==> config.mk <==
export PLATFORM = sky130hd
export DESIGN_NAME = uart_tx_scheduler_flat
export DESIGN_NICKNAME = d
export VERILOG_FILES = /design/src/rtl/uart_sched_pkg.sv /design/src/rtl/uart_tx_scheduler_if.sv /design/src/rtl/rr_arbiter2.sv /design/src/rtl/uart_tx_scheduler.sv /design/src/flat_wrapper.sv
export SDC_FILE = /design/constraint.sdc
export NUM_CORES = 1
export LEC_CHECK = 0
export ABC_CLOCK_PERIOD_IN_PS = 2500
export CORE_ASPECT_RATIO = 0.5
export CORE_UTILIZATION = 30
export CTS_CLUSTER_SIZE = 10
export DETAILED_ROUTE_END_ITERATION = 10
export PLACE_DENSITY = 0.54
export SYNTH_ARGS = -nofsm -noshare
export SYNTH_HDL_FRONTEND = slang
export SYNTH_SLANG_ARGS = --single-unit
==> constraint.sdc <==
create_clock -name clk -period 2.5 [get_ports clk]
set_input_delay 0.375 -clock clk [delete_from_list [all_inputs] [get_ports clk]]
set_output_delay 0.375 -clock clk [all_outputs]
set_load 0.005 [all_outputs]
==> src/rtl/uart_sched_pkg.sv <==
// ---------------------------------------------------------------------------
// uart_sched_pkg : shared types, constants and helpers for uart_tx_scheduler
// Revision 1.0
// ---------------------------------------------------------------------------
`default_nettype none

package uart_sched_pkg;

  typedef enum logic [2:0] {
    S_IDLE      = 3'd0,
    S_ARB       = 3'd1,
    S_LOAD      = 3'd2,
    S_WAIT_ACK  = 3'd3,
    S_WAIT_DONE = 3'd4,
    S_NEXT      = 3'd5
  } state_t;

  localparam logic [7:0] ASCII_CR = 8'h0D;
  localparam logic [7:0] ASCII_LF = 8'h0A;

  localparam logic [1:0] GNT_CNT = 2'b01;
  localparam logic [1:0] GNT_MSG = 2'b10;

  // Uppercase hex digit for one nibble
  function automatic logic [7:0] nibble_to_ascii(input logic [3:0] n);
    return (n < 4'd10) ? (8'h30 + {4'h0, n}) : (8'h37 + {4'h0, n});
  endfunction

endpackage

`default_nettype wire

==> src/rtl/uart_tx_scheduler_if.sv <==
// ---------------------------------------------------------------------------
// uart_tx_scheduler_if : byte handshake between scheduler and UART shifter
// Revision 1.0
// ---------------------------------------------------------------------------
`default_nettype none

interface uart_tx_scheduler_if;
  logic [7:0] tx_data;
  logic       tx_start;
  logic       tx_busy;

  modport master (output tx_data, output tx_start, input tx_busy);
  modport slave  (input tx_data, input tx_start, output tx_busy);
endinterface

`default_nettype wire

==> src/rtl/rr_arbiter2.sv <==
// ---------------------------------------------------------------------------
// rr_arbiter2 : two-way round-robin arbiter, history advances on update
// Revision 1.0
// ---------------------------------------------------------------------------
`default_nettype none

module rr_arbiter2
  import uart_sched_pkg::*;
(
  input  logic       clk,
  input  logic       rst,
  input  logic [1:0] req,
  input  logic       update,
  output logic [1:0] gnt
);

  logic [1:0] rr_last;

  always_comb begin
    gnt = 2'b00;
    case (req)
      2'b01:   gnt = GNT_CNT;
      2'b10:   gnt = GNT_MSG;
      2'b11:   gnt = (rr_last == GNT_MSG) ? GNT_CNT : GNT_MSG;
      default: gnt = 2'b00;
    endcase
  end

  // Message as last owner lets the counter win the first tie
  always_ff @(posedge clk or posedge rst) begin
    if (rst) begin
      rr_last <= GNT_MSG;
    end else if (update && (gnt != 2'b00)) begin
      rr_last <= gnt;
    end
  end

endmodule

`default_nettype wire

==> src/rtl/uart_tx_scheduler.sv <==
// ---------------------------------------------------------------------------
// uart_tx_scheduler : frames counter hex dumps and a ROM message onto one UART
// Revision 1.0
// ---------------------------------------------------------------------------
`default_nettype none

module uart_tx_scheduler
  import uart_sched_pkg::*;
#(
  parameter int MSG_LEN     = 16,
  parameter int HEX_DIGITS  = 4,
  parameter int SEND_CRLF   = 1,
  parameter int ACK_TIMEOUT = 1023
) (
  input  logic                 clk,
  input  logic                 rst,
  input  logic [15:0]          cnt_value,
  input  logic                 cnt_en,
  input  logic                 msg_req,
  uart_tx_scheduler_if.master  tx,
  output logic                 sched_busy,
  output logic [1:0]           grant
);

  localparam int           TW        = $clog2(ACK_TIMEOUT + 1);
  localparam logic [3:0]   CNT_LAST  = 4'(HEX_DIGITS + 2 * SEND_CRLF - 1);
  localparam logic [3:0]   MSG_LAST  = 4'(MSG_LEN - 1);
  localparam logic [127:0] MSG_ROM   = "HELLO WORLD !!!!";

  state_t          state, state_nxt;
  logic            cnt_pend, msg_pend, msg_req_d;
  logic [15:0]     last_sent, frame_val;
  logic [3:0]      idx;
  logic [TW-1:0]   timer;
  logic [1:0]      arb_gnt;
  logic            arb_update, fire, idx_inc, timer_inc, gnt_clr;
  logic [3:0]      frame_last;
  logic [1:0]      shift;
  logic [3:0]      nib;
  logic [7:0]      cur_byte;

  rr_arbiter2 u_arb (
    .clk    (clk),
    .rst    (rst),
    .req    ({msg_pend, cnt_pend}),
    .update (arb_update),
    .gnt    (arb_gnt)
  );

  assign sched_busy = (state != S_IDLE);
  assign frame_last = (grant == GNT_MSG) ? MSG_LAST : CNT_LAST;

  // Most significant nibble goes out first
  assign shift = 2'(HEX_DIGITS - 1) - idx[1:0];
  assign nib   = frame_val[{shift, 2'b00} +: 4];

  always_comb begin
    cur_byte = ASCII_LF;
    if (grant == GNT_MSG) begin
      cur_byte = MSG_ROM[{~idx, 3'b000} +: 8];
    end else if (idx < 4'(HEX_DIGITS)) begin
      cur_byte = nibble_to_ascii(nib);
    end else if (idx == 4'(HEX_DIGITS)) begin
      cur_byte = ASCII_CR;
    end
  end

  always_ff @(posedge clk or posedge rst) begin
    if (rst) state <= S_IDLE;
    else     state <= state_nxt;
  end

  always_comb begin
    state_nxt  = state;
    arb_update = 1'b0;
    fire       = 1'b0;
    idx_inc    = 1'b0;
    timer_inc  = 1'b0;
    gnt_clr    = 1'b0;
    case (state)
      S_IDLE: if (cnt_pend || msg_pend) state_nxt = S_ARB;
      S_ARB: begin
        if (arb_gnt != 2'b00) begin
          arb_update = 1'b1;
          state_nxt  = S_LOAD;
        end else begin
          gnt_clr   = 1'b1;
          state_nxt = S_IDLE;
        end
      end
      S_LOAD: begin
        if (!tx.tx_busy) begin
          fire      = 1'b1;
          state_nxt = S_WAIT_ACK;
        end
      end
      S_WAIT_ACK: begin
        if (tx.tx_busy)                        state_nxt = S_WAIT_DONE;
        else if (timer == TW'(ACK_TIMEOUT))    state_nxt = S_LOAD;
        else                                   timer_inc = 1'b1;
      end
      S_WAIT_DONE: if (!tx.tx_busy) state_nxt = S_NEXT;
      S_NEXT: begin
        if (idx == frame_last) begin
          if (cnt_pend || msg_pend) begin
            state_nxt = S_ARB;
          end else begin
            gnt_clr   = 1'b1;
            state_nxt = S_IDLE;
          end
        end else begin
          idx_inc   = 1'b1;
          state_nxt = S_LOAD;
        end
      end
      default: state_nxt = S_IDLE;
    endcase
  end

  always_ff @(posedge clk or posedge rst) begin
    if (rst) begin
      cnt_pend    <= 1'b0;
      msg_pend    <= 1'b0;
      msg_req_d   <= 1'b0;
      last_sent   <= 16'h0000;
      frame_val   <= 16'h0000;
      idx         <= 4'd0;
      timer       <= '0;
      grant       <= 2'b00;
      tx.tx_data  <= 8'h00;
      tx.tx_start <= 1'b0;
    end else begin
      msg_req_d   <= msg_req;
      tx.tx_start <= 1'b0;

      // A grant snapshots the value, so the clear wins over a fresh set
      if (arb_update && (arb_gnt == GNT_CNT))        cnt_pend <= 1'b0;
      else if (cnt_en && (cnt_value != last_sent))  cnt_pend <= 1'b1;

      if (msg_req && !msg_req_d)                     msg_pend <= 1'b1;
      else if (arb_update && (arb_gnt == GNT_MSG))  msg_pend <= 1'b0;

      if (arb_update) begin
        grant <= arb_gnt;
        idx   <= 4'd0;
        if (arb_gnt == GNT_CNT) begin
          frame_val <= cnt_value;
          last_sent <= cnt_value;
        end
      end
      if (gnt_clr) grant <= 2'b00;

      if (fire) begin
        tx.tx_data  <= cur_byte;
        tx.tx_start <= 1'b1;
        timer       <= '0;
      end
      if (timer_inc) timer <= timer + 1'b1;
      if (idx_inc)   idx   <= idx + 4'd1;
    end
  end

endmodule

`default_nettype wire

==> src/flat_wrapper.sv <==
// flat-port wrapper written by rule: the top's interface ports become plain ports
module uart_tx_scheduler_flat import uart_sched_pkg::*;
#(
  parameter int MSG_LEN     = 16,
  parameter int HEX_DIGITS  = 4,
  parameter int SEND_CRLF   = 1,
  parameter int ACK_TIMEOUT = 1023
)
  (clk, rst, cnt_value, cnt_en, msg_req, sched_busy, grant, tx_tx_data, tx_tx_start, tx_tx_busy);
  uart_tx_scheduler_if tx_i ();
  input  logic clk;
  input  logic rst;
  input  logic [15:0] cnt_value;
  input  logic cnt_en;
  input  logic msg_req;
  output logic sched_busy;
  output logic [1:0] grant;
  output wire logic [$bits(tx_i.tx_data)-1:0] tx_tx_data;
  output wire logic [$bits(tx_i.tx_start)-1:0] tx_tx_start;
  input wire logic [$bits(tx_i.tx_busy)-1:0] tx_tx_busy;
  assign tx_tx_data = tx_i.tx_data;
  assign tx_tx_start = tx_i.tx_start;
  assign tx_i.tx_busy = tx_tx_busy;
  uart_tx_scheduler #(.MSG_LEN(MSG_LEN), .HEX_DIGITS(HEX_DIGITS), .SEND_CRLF(SEND_CRLF), .ACK_TIMEOUT(ACK_TIMEOUT)) u_core (.clk(clk), .rst(rst), .cnt_value(cnt_value), .cnt_en(cnt_en), .msg_req(msg_req), .tx(tx_i), .sched_busy(sched_busy), .grant(grant));
endmodule
==> results.md, run 1 <==
* Syn Area/Cell at 10.33 um2
* Pleak at 1.454 nW
* Synth top cells by count: 47 x dfrtp_1, 20 x nand2_1, 17 x o21ai_0, 17 x xor2_1
* 1st-pass router iterations at 4
* Reg clk slew, reported paths at 60 ps
* Clock latency on the worst-skew pair at 280 ps
* Pin count of the biggest net entering global routing at 20
* Synth area leaders: dfrtp_1 41%, xor2_1 5.2%, mux2_4 4.8%, ha_1 4.4%, mux2_2 4.0%
* Worst reg2reg path depth at 7
* Levels on crit path at 7
* Origin of the critical flop-to-flop path: u_core.idx[1]$_DFFE_PP0P_
* Routed length per placed instance at 13.87 um
* Finish-stage setup viols at 0
* WP data required at 2670 ps
* Synth warnings at 0
* Drt drc at 0
* Max Clock Skew at 7.230 ps
* Post-CTS setup buffers at 0
* Area leader, netlist: dfrtp_1
* Most used flip-flop cell after synthesis: dfrtp_1
* Slew Limit Fails at 0
* Dpl cell area at 3234 um2
* Final setup margin at 471.2 ps
* Worst EP arrival at 2190 ps
* Layout Nets at 335
* Initial DRC Count at 85
* Die height at 70.82 um
* Hold Buf Count CTS at 0
* First-pass GRT wire length at 10210 um
* Post-synthesis register bit count at 48
* Share of post-route cells with drive strength above 1 at 0.1344
* Crit path largest cell delay at 590 ps
* Site row count at 24
* Worst-case clock buffer depth at 2
* Ys async rst share at 1.000
* Number of global-route vias before repair at 2114
* Layout area overhead at 19.07%
* Most frequent cell after synthesis: dfrtp_1
* Post-synth EDFFs at 0
* Die ar. at 9888 um2
* Worst Path Buf+Inv at 1
* Post-DRT Antenna Nets at 0
* CTS tree: done
* Startpoint Class: flip-flop
* Pwr/cell area at 1142 nW/um2
* Clock period minus worst slack at 2029 ps
* GRT Residual Overflow at 0
* Crit path kind: flip-flop to flip-flop
* Root buf cell: clkbuf_16
* Mapped Nets at 306
* Vias per cell at 5.047
* Setup TNS at 0 ps
* Hpwl dp at 4412 um
* Post-synthesis cell type count at 54
* Share of the synthesized area in the top cell type at 0.4139
* Crit-path leading delay family: multiplexers
* CP cell instances: mux4_2, inv_1, ha_1, and4b_1, a21oi_1, o22ai_1, mux2_2
* Post-synthesis cell count at 275
* H-tree depth at 2
* Hold Crit Class: input port to asynchronous set/reset pin
* Tot Pwr at 0.003864 W
* Worst setup EP type: flip-flop
* IO buf count at 31
* Fin util at 0.3781
* Endpoints failing hold at 0
* Post-synthesis cell area at 2841 um2
* GP Congestion at 0.8259
* Fmax at 0.4929 GHz
* CP max FO at 11
* Dpl ws at 340.3 ps
* Io pins at 33
* Gr usage total at 0.1298
* Worst reg2reg endpoint: u_core.tx.tx_data[2]$_DFFE_PP0P_
* Post-route cell area at 3383 um2
* Vias at 2130
* Maximum Capacitance Violations at 0
* ANT cells at 0
* Initial antenna violation count at 0
* Flop2flop setup slack at 470 ps
* CTS buffer count at 5
* RSZ-0062 raised after global routing: no
* Clock sink total at 48
* Sequential-to-total area share from yosys stat at 0.4232
* Post-CTS sizing at 0
* Core Region at 8949 um2
* VDD IR max at 0.4573 mV
* CP max-delay cell: dfrtp_1
* Effective utilization at floorplan at 0.3175
* Drt total wl at 5852 um
* Outcome: finished, final reports clean
* Final period util at 0.8115
* Die width at 139.6 um
-- cells by family after synthesis --
family | Yosys count | share of synthesized area
and+or+nand+nor | 82 | 0.1559
buffers and inverters | 27 | 0.05284
DFF | 48 | 0.4232
xor gates and xnor gates | 18 | 0.05548
muxes | 25 | 0.1259
other | 1 | 0.001320
adders and majority gates | 10 | 0.04403
AOI/OAI and AO/OA | 64 | 0.1413
-- placed cells by master (no fill, tap or decap), drive strengths merged, types with 3 or more instances in the layout --
| cell | instances |
|---|---|
| o31ai | 5 |
| dfrtp | 47 |
| buf | 5 |
| and2 | 3 |
| ha | 10 |
| nand2 | 20 |
| mux2 | 19 |
| nand2b | 4 |
| o21ai | 20 |
| a21oi | 15 |
| nor2b | 6 |
| xor2 | 17 |
| nor4 | 4 |
| a211oi | 4 |
| nand3 | 11 |
| nor3 | 4 |
| clkdlybuf4s50 | 31 |
| clkbuf | 6 |
| mux4 | 4 |
| or3 | 4 |
| inv | 13 |
| nor2 | 15 |
-- power by group --
group	leakage, nW	internal, W	switching [W]
combinational	0.784	0.000962	0.000837
sequential	0.594	0.00108	0.000316
clock	0.0766	0.000394	0.000272
-- sequential cells by signal, summed over array words and instances, names as in the netlist --
signal                flops
u_core.msg_pend           1
u_core.timer             10
u_core.cnt_pend           1
u_core.state              3
u_core.idx                4
u_core.u_arb.rr_last      2
u_core.tx.tx_data         7
u_core.msg_req_d          1
u_core.tx.tx_start        1
u_core.grant              2
u_core.last_sent         16
-- final cells by class --
type / count / area (um2)
fill: 887 / 5565
timing repair buffer: 36 / 347.8
inverter: 13 / 48.80
sequential: 48 / 1202
multi-input combinational: 200 / 1489
clock inverter: 2 / 10.01
clock buffer: 6 / 138.9
tap: 117 / 146.4
-- layer usage --
layer,share of wire,track usage
met5,0,0
met4,0.0038,0.02198
met3,0.028,0.03453
met2,0.47,0.2150
met1,0.50,0.1741
-- per-stage QoR --
stage | cells | hold WS (ps)
CTS | 422 | 352.2
detailed placement | 414 | 456.0
global route | 422 | 356.6
global placement | 414 | 449.2
finish | 422 | 346.9
floorplan | 275 | 406.4
-- worst max-delay path by stage --
stage                              startpoint                          endpoint  slack (ps)
floorplan           u_core.idx[0]$_DFFE_PP0P_  u_core.tx.tx_data[2]$_DFFE_PP0P_         560
global placement                   tx_tx_busy       u_core.timer[8]$_DFFE_PP0P_         420
detailed placement                 tx_tx_busy       u_core.timer[8]$_DFFE_PP0P_         340
CTS                 u_core.idx[1]$_DFFE_PP0P_  u_core.tx.tx_data[2]$_DFFE_PP0P_         430
global route        u_core.idx[0]$_DFFE_PP0P_  u_core.tx.tx_data[6]$_DFFE_PP0P_         260
finish              u_core.idx[1]$_DFFE_PP0P_  u_core.tx.tx_data[2]$_DFFE_PP0P_         470
Power figures use the tool's default switching activity.
==> run 2: changes to the inputs <==
--- a/config.mk
+++ b/config.mk
@@ -5,12 +5,12 @@
 export SDC_FILE = /design/constraint.sdc
 export NUM_CORES = 1
 export LEC_CHECK = 0
-export ABC_CLOCK_PERIOD_IN_PS = 2500
+export ABC_CLOCK_PERIOD_IN_PS = 1700
 export CORE_ASPECT_RATIO = 0.5
 export CORE_UTILIZATION = 30
 export CTS_CLUSTER_SIZE = 10
 export DETAILED_ROUTE_END_ITERATION = 10
-export PLACE_DENSITY = 0.54
+export PLACE_DENSITY = 0.56
 export SYNTH_ARGS = -nofsm -noshare
 export SYNTH_HDL_FRONTEND = slang
 export SYNTH_SLANG_ARGS = --single-unit
==> constraint.sdc (replaced) <==
create_clock -name clk -period 1.7 [get_ports clk]
set_input_delay 0.255 -clock clk [delete_from_list [all_inputs] [get_ports clk]]
set_output_delay 0.255 -clock clk [all_outputs]
set_load 0.005 [all_outputs]
==> run 2 against run 1 <==
Net effect: the flow now finishes with violations (setup timing); die area stayed put; sequential share of layout area shrank 4.9 points; critical path depth fell by 1; final cell count up 13%; utilization up 6.2 points; global-route usage rose by 1.3 points; flip-flop and latch count did not move; clock skew shrank 0.64 ps; setup slack got worse by 650 ps; largest power group unchanged; maximum frequency increased by 8.0%.
==> results.md, run 2 (same netlist as run 1, synthesis figures left out) <==
* Worst setup EP type: flip-flop
* CP cell instances: buf_4, mux4_2, and4b_1, a21oi_2, o22ai_1, mux2_4
* VDD IR max at 0.6329 mV (+38%)
* CTS tree: done
* Hold Crit Class: input port to asynchronous set/reset pin
* GP Congestion at 0.8025 (-2.8%)
* Layout Nets at 389 (+16%)
* Flop2flop setup slack at -180 ps (-650 ps)
* Reg clk slew, reported paths at 70 ps (about the same)
* Levels on crit path at 6 (-1)
* CP max FO at 5 (-6)
* First-pass GRT wire length at 11250 um (+10%)
* Clock latency on the worst-skew pair at 290 ps (about the same)
* Vias per cell at 4.861 (-3.7%)
* Drt total wl at 6655 um (+14%)
* # fillers at 832 (-6.2%)
* Pleak at 1.760 nW (+21%)
* Layout area overhead at 38.53%
* Post-DRT Antenna Nets at 0 (unchanged)
* ANT cells at 0 (unchanged)
* Clock share of power at 0.143 (-0.029)
* Drt drc at 0 (unchanged)
* Worst-case clock buffer depth at 2 (unchanged)
* CTS buffer count at 5 (unchanged)
* Initial DRC Count at 95 (+12%)
* RSZ-0062 raised after global routing: yes
* Switching power at 0.002478 W (+74%)
* 1st-pass router iterations at 4 (unchanged)
* Endpoints failing hold at 0 (unchanged)
* Die height at 70.82 um (unchanged)
* Outcome: complete, but fails checks
* Worst reg2reg endpoint: u_core.tx.tx_data[2]$_DFFE_PP0P_
* Largest regs: u_core.last_sent: 16 flops, u_core.timer: 10 flops, u_core.tx.tx_data: 7 flops
* Most common cell after layout, fill and taps aside: buf_4
* Clock period minus worst slack at 1879 ps (-149.8 ps)
* Share of post-route cells with drive strength above 1 at 0.3203 (+0.1859)
* Worst reg2reg path depth at 6 (-1)
* Maximum Capacitance Violations at 0 (unchanged)
* Finish-stage setup viols at 10 (+10)
* Root buf cell: clkbuf_16
* Die width at 139.6 um (unchanged)
* Slew Limit Fails at 0 (unchanged)
* Effective utilization at floorplan at 0.3175 (unchanged)
* Setup TNS at -594.6 ps (-594.6 ps)
* Most frequent cells in the layout: 49 x buf_4, 43 x dfrtp_1, 30 x clkdlybuf4s50_1
* H-tree depth at 2 (unchanged)
* Origin of the critical flop-to-flop path: u_core.idx[0]$_DFFE_PP0P_
* Vias at 2314 (+8.6%)
* Final setup margin at -179.0 ps (-650.2 ps)
* Fin util at 0.4399 (+0.06180)
* Hold Buf Count CTS at 0 (unchanged)
* Number of global-route vias before repair at 2288 (+8.2%)
* Initial antenna violation count at 0 (unchanged)
* Pwr/cell area at 1765 nW/um2 (+55%)
* Highest routed layer: met4
* Failing checks: setup timing
* Startpoint Class: flip-flop
* Post-Route M1 WL at 3314 um (+13%)
* Post-Layout Cell Count at 476 (+13%)
* Core Region at 8949 um2 (unchanged)
* Worst EP arrival at 2050 ps (-140 ps)
* Worst Path Buf+Inv at 1 (unchanged)
* Pin count of the biggest net entering global routing at 20 (unchanged)
* Site row count at 24 (unchanged)
* Gate power share at 0.575 (+0.109)
* Clock sink total at 48 (unchanged)
* Io pins at 33 (unchanged)
* Sw Ratio at 0.3566 (-0.01212)
* Placed cell count at 459 (+11%)
* Fmax at 0.5322 GHz (+8.0%)
* Gr usage total at 0.1430 (+0.01321)
* Hpwl dp at 4944 um (+12%)
* Flop pwr share at 0.282 (-0.080)
* GRT Residual Overflow at 0 (unchanged)
* Post-route cell area at 3936 um2 (+16%)
* Dpl cell area at 3637 um2 (+12%)
* Internal power at 0.004470 W (+83%)
* Crit path largest cell delay at 540 ps (-50 ps)
* Crit-path leading delay family: multiplexers
* Crit path kind: flip-flop to flip-flop
* IO buf count at 31 (unchanged)
* WP data required at 1870 ps (-800 ps)
* Tot Pwr at 0.006948 W (+80%)
* Routed length per placed instance at 13.98 um (+0.82%)
* Max Clock Skew at 6.591 ps (-0.6391 ps)
* Met3 WL at 180 um (+9.1%)
* Die ar. at 9888 um2 (unchanged)
* Metal2 WL at 3128 um (+15%)
* Final period util at 1.105 (+0.2938)
* Max reg flops at 16 (unchanged)
* CP max-delay cell: mux4_2
* Biggest register: u_core.last_sent
[run 2: timing repair]
| action | in CTS | in global routing |
|---|---|---|
| endpoints found under the setup margin | 19 | 19 |
| pin swaps | 0 | 7 |
| resized for setup | 8 | 22 |
| gates cloned | 2 | 0 |
| buffers inserted | 4 | 3 |
[run 2: worst max path at each step]
stage | end | from
2_1_floorplan | u_core.tx.tx_data[2]$_DFFE_PP0P_ | u_core.idx[0]$_DFFE_PP0P_
3_3_place_gp | u_core.tx.tx_data[6]$_DFFE_PP0P_ | u_core.idx[0]$_DFFE_PP0P_
3_5_place_dp | u_core.tx.tx_data[2]$_DFFE_PP0P_ | u_core.idx[0]$_DFFE_PP0P_
4_1_cts | u_core.tx.tx_data[2]$_DFFE_PP0P_ | u_core.idx[0]$_DFFE_PP0P_
5_1_grt | u_core.tx.tx_data[2]$_DFFE_PP0P_ | u_core.idx[0]$_DFFE_PP0P_
6_report | u_core.tx.tx_data[2]$_DFFE_PP0P_ | u_core.idx[0]$_DFFE_PP0P_
[run 2: through the flow]
stage,hold slack [ps],setup WS [ps]
2_1_floorplan,286.4,-178.3
3_3_place_gp,448.3,-172.1
5_1_grt,288.2,-244.0
3_5_place_dp,457.4,-257.9
6_report,262.0,-179.0
4_1_cts,266.7,-168.2
[run 2: power groups by stage]
stage / sequential (W) / combinational (W) / clock, W
floorplan: 0.00192 / 0.00220 / 0
global placement: 0.00196 / 0.00347 / 0
detailed placement: 0.00197 / 0.00355 / 0
CTS: 0.00195 / 0.00379 / 0.00102
global route: 0.00202 / 0.00438 / 0.00108
finish: 0.00196 / 0.00399 / 0.000994
[run 2: area by class of cell]
cell class              count  area [um2]  share of cell area
multi-input cells         202        1604              0.4075
flip-flops and latches     48        1207              0.3067
clock inverters             2       10.01            0.002543
repair buffers             88       780.7              0.1983
clock buffers               6       138.9             0.03528
inverters                  13       48.80             0.01240
well taps                 117       146.4             0.03719
[run 2: metal layers]
| metal | global-route usage | up-vias |
|---|---|---|
| li1 | - | 1154 |
| met1 | 0.1914 | 1119 |
| met2 | 0.2395 | 37 |
| met3 | 0.03250 | 4 |
| met4 | 0.02930 | 0 |
| met5 | 0 | - |
==> run 3: changes to the inputs <==
--- a/config.mk
+++ b/config.mk
@@ -6,6 +6,7 @@
 export NUM_CORES = 1
 export LEC_CHECK = 0
 export ABC_CLOCK_PERIOD_IN_PS = 1700
+export CAP_MARGIN = 5
 export CORE_ASPECT_RATIO = 0.5
 export CORE_UTILIZATION = 30
 export CTS_CLUSTER_SIZE = 10
==> results of run 3 <==
Same layout as run 2: the final DEF is identical, and so are final timing and power.
